### src/rtl/icache_assoc_pkg.sv
// Shared types and constants for the set-associative instruction cache.
package icache_pkg;

  typedef enum logic {
    IDLE = 1'b0,
    FILL = 1'b1
  } state_e;

  localparam int BYTE_OFF = 2;
  localparam int WORD_W   = 32;

  // Index width that stays at least 1 bit when a parameter is 1.
  function automatic int safe_clog2(input int n);
    return (n > 1) ? $clog2(n) : 1;
  endfunction

endpackage

### src/rtl/icache_assoc_lru.sv
// True-LRU age update and victim pick for one cache set (age 0 = most recent).
module icache_lru
  import icache_pkg::*;
#(
  parameter  int WAYS  = 2,
  localparam int AGE_W = safe_clog2(WAYS)
) (
  input  logic [WAYS*AGE_W-1:0] age_i,
  input  logic [AGE_W-1:0]      way_i,
  input  logic                  access_i,
  output logic [WAYS*AGE_W-1:0] age_o,
  output logic [AGE_W-1:0]      lru_o
);

  logic [AGE_W-1:0] old_age;

  // NOTE: every always_comb output gets a default first so no path leaves it unassigned (no latch).
  always_comb begin
    old_age = '0;
    lru_o   = '0;
    for (int j = 0; j < WAYS; j++) begin
      if (AGE_W'(j) == way_i) old_age = age_i[j*AGE_W +: AGE_W];
      if (age_i[j*AGE_W +: AGE_W] == AGE_W'(WAYS - 1)) lru_o = AGE_W'(j);
    end

    age_o = age_i;
    if (access_i) begin
      for (int j = 0; j < WAYS; j++) begin
        if (AGE_W'(j) == way_i)
          age_o[j*AGE_W +: AGE_W] = '0;
        else if (age_i[j*AGE_W +: AGE_W] < old_age)
          age_o[j*AGE_W +: AGE_W] = age_i[j*AGE_W +: AGE_W] + AGE_W'(1);
      end
    end
  end

endmodule

### src/rtl/icache_assoc.sv
// N-way set-associative instruction cache with block fill and true-LRU replacement.
// Define ICACHE_STATS_EN to add hit_count / miss_count outputs.
module icache_assoc
  import icache_pkg::*;
#(
  parameter int SETS      = 8,
  parameter int WAYS      = 2,
  parameter int BLK_WORDS = 2,
  parameter int ADDR_W    = 32
) (
  input  logic              CLK,
  input  logic              RST,
  input  logic              imemREN,
  input  logic [ADDR_W-1:0] imemaddr,
  output logic              ihit,
  output logic [31:0]       imemload,
  input  logic              flush,
  output logic              iREN,
  output logic [ADDR_W-1:0] iaddr,
  input  logic [31:0]       iload,
  input  logic              iwait
`ifdef ICACHE_STATS_EN
  ,
  output logic [31:0]       hit_count,
  output logic [31:0]       miss_count
`endif
);

  localparam int OFF_W  = $clog2(BLK_WORDS);
  localparam int IDX_W  = $clog2(SETS);
  localparam int TAG_W  = ADDR_W - BYTE_OFF - OFF_W - IDX_W;
  localparam int WCNT_W = safe_clog2(BLK_WORDS);
  localparam int AGE_W  = safe_clog2(WAYS);

  state_e              state_q, state_d;
  logic [WCNT_W-1:0]   wcnt_q, wcnt_d;
  logic [TAG_W-1:0]    fill_tag_q, fill_tag_d;
  logic [IDX_W-1:0]    fill_idx_q, fill_idx_d;
  logic [AGE_W-1:0]    victim_q, victim_d;
  logic [WAYS-1:0]     valid_q [SETS];
  logic [WAYS-1:0]     valid_d [SETS];
  logic [WAYS*AGE_W-1:0] age_q [SETS];
  logic [WAYS*AGE_W-1:0] age_d [SETS];

  logic [TAG_W-1:0]    tag_mem_q  [SETS][WAYS];
  logic [WORD_W-1:0]   data_mem_q [SETS][WAYS][BLK_WORDS];
  logic                tag_we, data_we;

  logic [ADDR_W-1:0]   word_addr;
  logic [WCNT_W-1:0]   req_off;
  logic [IDX_W-1:0]    req_idx;
  logic [TAG_W-1:0]    req_tag;
  logic                hit, hit_match, fill_last;
  logic [AGE_W-1:0]    hit_way, victim;
  logic [IDX_W-1:0]    lru_idx;
  logic [AGE_W-1:0]    lru_way, lru_victim;
  logic                lru_access;
  logic [WAYS*AGE_W-1:0] lru_age_next;

  // Lookup and LRU-port selection; kept apart from the state update to avoid a comb loop through icache_lru.
  always_comb begin
    word_addr = imemaddr >> BYTE_OFF;
    req_off   = WCNT_W'(word_addr & ADDR_W'(BLK_WORDS - 1));
    req_idx   = IDX_W'(word_addr >> OFF_W);
    req_tag   = TAG_W'(word_addr >> (OFF_W + IDX_W));

    hit_match = 1'b0;
    hit_way   = '0;
    for (int w = 0; w < WAYS; w++) begin
      if (valid_q[req_idx][w] && (tag_mem_q[req_idx][w] == req_tag)) begin
        hit_match = 1'b1;
        hit_way   = AGE_W'(w);
      end
    end

    hit       = imemREN && !flush && (state_q == IDLE) && hit_match;
    ihit      = hit;
    imemload  = hit ? data_mem_q[req_idx][hit_way][req_off] : '0;
    fill_last = (state_q == FILL) && !flush && !iwait &&
                (wcnt_q == WCNT_W'(BLK_WORDS - 1));

    lru_idx    = (state_q == FILL) ? fill_idx_q : req_idx;
    lru_way    = (state_q == FILL) ? victim_q   : hit_way;
    lru_access = hit || fill_last;
  end

  icache_lru #(.WAYS(WAYS)) u_lru (
    .age_i    (age_q[lru_idx]),
    .way_i    (lru_way),
    .access_i (lru_access),
    .age_o    (lru_age_next),
    .lru_o    (lru_victim)
  );

  always_comb begin
    state_d    = state_q;
    wcnt_d     = wcnt_q;
    fill_tag_d = fill_tag_q;
    fill_idx_d = fill_idx_q;
    victim_d   = victim_q;
    valid_d    = valid_q;
    age_d      = age_q;
    tag_we     = 1'b0;
    data_we    = 1'b0;
    iREN       = 1'b0;
    iaddr      = '0;

    // Prefer the lowest-numbered empty way before evicting the oldest.
    victim = lru_victim;
    for (int w = WAYS - 1; w >= 0; w--) begin
      if (!valid_q[req_idx][w]) victim = AGE_W'(w);
    end

    if (lru_access) age_d[lru_idx] = lru_age_next;

    case (state_q)
      IDLE: begin
        if (flush) begin
          for (int s = 0; s < SETS; s++) valid_d[s] = '0;
        end else if (imemREN && !hit) begin
          fill_tag_d               = req_tag;
          fill_idx_d               = req_idx;
          victim_d                 = victim;
          wcnt_d                   = '0;
          valid_d[req_idx][victim] = 1'b0;
          state_d                  = FILL;
        end
      end
      FILL: begin
        iREN  = 1'b1;
        iaddr = (ADDR_W'({fill_tag_q, fill_idx_q}) << (BYTE_OFF + OFF_W)) |
                (ADDR_W'(wcnt_q) << BYTE_OFF);
        if (flush) begin
          for (int s = 0; s < SETS; s++) valid_d[s] = '0;
          state_d = IDLE;
        end else if (!iwait) begin
          data_we = 1'b1;
          if (fill_last) begin
            tag_we                        = 1'b1;
            valid_d[fill_idx_q][victim_q] = 1'b1;
            wcnt_d                        = '0;
            state_d                       = IDLE;
          end else begin
            wcnt_d = wcnt_q + WCNT_W'(1);
          end
        end
      end
      default: state_d = IDLE;
    endcase
  end

  // NOTE: sequential state uses non-blocking assignments only, so every flop samples pre-edge values.
  always_ff @(posedge CLK) begin
    if (RST) begin
      state_q    <= IDLE;
      wcnt_q     <= '0;
      fill_tag_q <= '0;
      fill_idx_q <= '0;
      victim_q   <= '0;
      for (int s = 0; s < SETS; s++) begin
        valid_q[s] <= '0;
        for (int w = 0; w < WAYS; w++) age_q[s][w*AGE_W +: AGE_W] <= AGE_W'(w);
      end
    end else begin
      state_q    <= state_d;
      wcnt_q     <= wcnt_d;
      fill_tag_q <= fill_tag_d;
      fill_idx_q <= fill_idx_d;
      victim_q   <= victim_d;
      valid_q    <= valid_d;
      age_q      <= age_d;
    end
  end

  // NOTE: tag and data arrays have no reset; the valid bits gate every read of them.
  always_ff @(posedge CLK) begin
    if (tag_we)  tag_mem_q[fill_idx_q][victim_q] <= fill_tag_q;
    if (data_we) data_mem_q[fill_idx_q][victim_q][wcnt_q] <= iload;
  end

`ifdef ICACHE_STATS_EN
  logic [31:0] hit_count_q, hit_count_d;
  logic [31:0] miss_count_q, miss_count_d;

  always_comb begin
    hit_count_d  = hit_count_q + (hit ? 32'd1 : 32'd0);
    miss_count_d = miss_count_q +
                   (((state_q == IDLE) && (state_d == FILL)) ? 32'd1 : 32'd0);
  end

  always_ff @(posedge CLK) begin
    if (RST) begin
      hit_count_q  <= '0;
      miss_count_q <= '0;
    end else begin
      hit_count_q  <= hit_count_d;
      miss_count_q <= miss_count_d;
    end
  end

  assign hit_count  = hit_count_q;
  assign miss_count = miss_count_q;
`endif

endmodule

### config.mk
export PLATFORM = sky130hd
export DESIGN_NAME = icache_assoc
export DESIGN_NICKNAME = d
export VERILOG_FILES = /design/src/rtl/icache_assoc_pkg.sv /design/src/rtl/icache_assoc_lru.sv /design/src/rtl/icache_assoc.sv
export SDC_FILE = /design/constraint.sdc
export NUM_CORES = 2
export LEC_CHECK = 0
export ABC_AREA = 1
export CORE_ASPECT_RATIO = 1.1
export CORE_MARGIN = 4
export CORE_UTILIZATION = 60
export DETAILED_ROUTE_END_ITERATION = 16
export PLACE_DENSITY_LB_ADDON = 0.1
export SETUP_SLACK_MARGIN = 0.02
export SYNTH_ARGS = -nofsm -noshare
export SYNTH_HDL_FRONTEND = slang
export SYNTH_SLANG_ARGS = --single-unit
### constraint.sdc
create_clock -name CLK -period 9.6 [get_ports CLK]
set_input_delay 1.44 -clock CLK [delete_from_list [all_inputs] [get_ports CLK]]
set_output_delay 1.44 -clock CLK [all_outputs]
set_load 0.01 [all_outputs]
==> flow_metrics.env <==
export IMPL_dp_hpwl_mm=81.0
export IMPL_synth_seq_cells=1504
export IMPL_yosysTopAreaCell="edfxtp_1"
export IMPL_timing_fmax_mhz=125
export IMPL_io_pins=135
export IMPL_yosysWarnings=0
export IMPL_worst_clock_skew_ps=17.0
export IMPL_die_h_microns=338
export IMPL_clk_path_buf_depth=3
export IMPL_place_inst=5848
export IMPL_synth_top_area_frac=0.730
export IMPL_drt_wl_total_mm=160
export IMPL_r2r_end="valid_q[2]"
export IMPL_core_area_sq_mm=0.0976
export IMPL_portBuffers=130
export IMPL_viasPerCell=6.19
export IMPL_clk_pin_slew_ps=50
export IMPL_yosys_top_cells_count="1440 x edfxtp_1, 743 x nand2_1, 417 x inv_1, 403 x nor2_1, 345 x o22ai_1"
export IMPL_grt_overflow=0
export IMPL_routedWlPerCell_microns=26.2
export IMPL_power_density_mw_per_mm2=202
export IMPL_antenna_found_initial=2
export IMPL_cp_data_arrival_time_ps=6530
export IMPL_maxCapViolCount=0
export IMPL_grt_max_degree=122
export IMPL_grt_total_usage=0.309
export IMPL_root_buffer="clkbuf_16"
export IMPL_worstSkewPairLatency_ps=750
export IMPL_tightest_slew_ps=1110
export IMPL_status="complete, no violations"
export IMPL_place_ws_ps=1660
export IMPL_fp_dieArea_sq_mm=0.104
export IMPL_final_max_slew_viol_count=0
export IMPL_cts_made_buffers=146
export IMPL_cpMaxStageDelayCell="clkdlybuf4s50_1"
export IMPL_r2r_slack_ps=5080
export IMPL_whs_path_depth=2
export IMPL_start_util=0.607
export IMPL_worstReg2RegStart="state_q"
export IMPL_cpPeakStageDelay_ps=820
export IMPL_ant_nets=0
export IMPL_drc=0
export IMPL_vdd_ir_drop_max_v=0.000242
export IMPL_postSynthCellCount=4574
export IMPL_fin_cells=6118
export IMPL_clock_sinks=1504
export IMPL_rr_worst_depth=13
export IMPL_slew_headroom=0.257
export IMPL_min_path_type="register to register"
export IMPL_yosysMostFrequentCell="edfxtp_1"
export IMPL_setup_violations=0
export IMPL_p_leak_uw=0.0237
export IMPL_gp_congestion=0.931
export IMPL_path_max_fanout=44
export IMPL_rows=120
export IMPL_finalNetCount=4784
export IMPL_crit_path_frequent_cell="nand2_1"
export IMPL_min_delay_start="age_q[1]"
export IMPL_initialDrtViolationCount=4643
export IMPL_min_to="age_q[1]"
export IMPL_grt_pass1_wl_mm=234
export IMPL_setup_worst_path_start_class="primary input"
export IMPL_path_cells="clkdlybuf4s50_1 -> nand2_2 -> inv_1 -> buf_4 -> nand3b_1 -> nand2_1 -> nor2_1 -> nand2_1 -> nand2_1 -> nand2_1 -> nor2_1 -> nand2_1 -> nor2_1 -> nand2_4 -> buf_4 -> o211ai_1 -> o211ai_1 -> o21ai_1 -> nor2_1 -> clkdlybuf4s50_1"
export IMPL_syn_area_sq_mm=0.0592
export IMPL_synth_flop_cell="edfxtp_1"
export IMPL_cts_resized=0
export IMPL_area_growth_pct=13.0
export IMPL_htreeDepth=4
export IMPL_grt_pass1_vias=36300
export IMPL_setup_tns_ps=0
export IMPL_die_width_microns=308
export IMPL_hold_violations=0
export IMPL_finalCritPeriodShare=0.830
export IMPL_cp_required_ps=8160
export IMPL_drt_pass1_iter_count=6
export IMPL_final_util=0.686
export IMPL_ys_seq_area_frac=0.752
export IMPL_endpoint_kind="output pin"
export IMPL_cts_hold_buf=0
export IMPL_rsz0062_at_grt="no"
export IMPL_synth_area_top_cells="edfxtp_1 73%, nand2_1 4.7%, o22ai_1 3.6%, inv_1 2.6%, nor2_1 2.6%"
export IMPL_holdWs_ps=459
export IMPL_synth_cell_types=43
export IMPL_avgSynthCellArea_sq_um=12.9
export IMPL_cts_setup_buffers=0
export IMPL_period_needed_ps=7970
export IMPL_critPathKind="primary input to output pin"
export IMPL_async_flop_share=0
export IMPL_drive_gt1_frac=0.0873
export IMPL_via_count=37900
export IMPL_synth_edf_count=1440
export IMPL_cts_tree="done"
export IMPL_fin_ws_ps=1630
==> power breakdown <==
part	internal [uW]	leakage (uW)	total [uW]	switching [uW]
sequential	7210	0.0135	7250	40.0
combinational	185	0.00779	635	451
clock	3260	0.00233	5640	2380
==> cell type report <==
type / count / area [sq um]
multi-input combinational: 2407 / 12300
fill: 6777 / 30700
inverter: 426 / 1610
timing repair buffer: 230 / 2180
tap: 1281 / 1600
clock inverter: 81 / 753
antenna: 1 / 2.50
clock buffer: 188 / 3980
sequential: 1504 / 44500
==> worst max-delay path: cells and delay by family <==
| kind | cells | cell delay (ps) |
|---|---|---|
| buffers and inverters | 5 | 2930 |
| AO/OA/AOI/OAI | 3 | 430 |
| AND/OR/NAND/NOR | 12 | 1650 |
==> cell families (layout without fill, tap and decap cells) <==
group / Yosys count / in the layout / synth area share
other: 1 / 3 / 0.0000633
AO/OA/AOI/OAI: 828 / 828 / 0.0865
buffers and inverters: 664 / 925 / 0.0480
flip-flops: 1504 / 1504 / 0.752
AND/OR/NAND/NOR: 1577 / 1577 / 0.114
==> registers in the layout, summed over array words and instances, names as in the netlist <==
register	count
fill_idx_q	3
fill_tag_q	26
age_q	16
valid_q	16
wcnt_q	1
tag_mem_q	416
state_q	1
victim_q	1
data_mem_q	1024
==> layout by cell type (no fill, tap or decap), drive strengths merged, types with 14 or more instances in the layout <==
cell type,netlist,routed
nand4,14,14
buf,162,101
or4,24,24
inv,423,430
o22a,26,26
clkdlybuf4s50,0,128
clkbuf,76,189
edfxtp,1440,1440
o21ai,232,232
o22ai,345,345
nor2,407,407
nor4,47,47
a21oi,84,84
nor3,81,81
nand2,749,749
o211ai,61,61
or2,57,57
o221ai,59,59
nand3,184,184
clkinv,3,64
dfxtp,64,64
==> how the worst max path moves through the flow <==
stage | start | end | slack (ps) | depth (start not counted)
3_3_place_gp | imemaddr[4] | imemload[12] | 1690 | 20
6_report | imemaddr[4] | imemload[31] | 1630 | 20
3_5_place_dp | imemaddr[4] | imemload[12] | 1660 | 20
2_1_floorplan | imemaddr[4] | imemload[0] | 4760 | 13
4_1_cts | imemaddr[4] | imemload[19] | 1650 | 21
5_1_grt | imemaddr[4] | imemload[31] | 1350 | 20
==> routing by layer <==
metal	vias up	GRT usage	share of wire
met5	-	0	0
met2	2047	0.524	0.50
met4	0	0.120	0.040
li1	16900	-	-
met3	347	0.0440	0.089
met1	18600	0.411	0.38
==> per-stage QoR <==
stage               area (sq um)  total power (uW)
floorplan                  59200              7740
global placement           62200              8000
global route               66900             13900
detailed placement         62200              8020
CTS                        66900             13600
finish                     66900             13500
(Power assumes the default switching activity.)
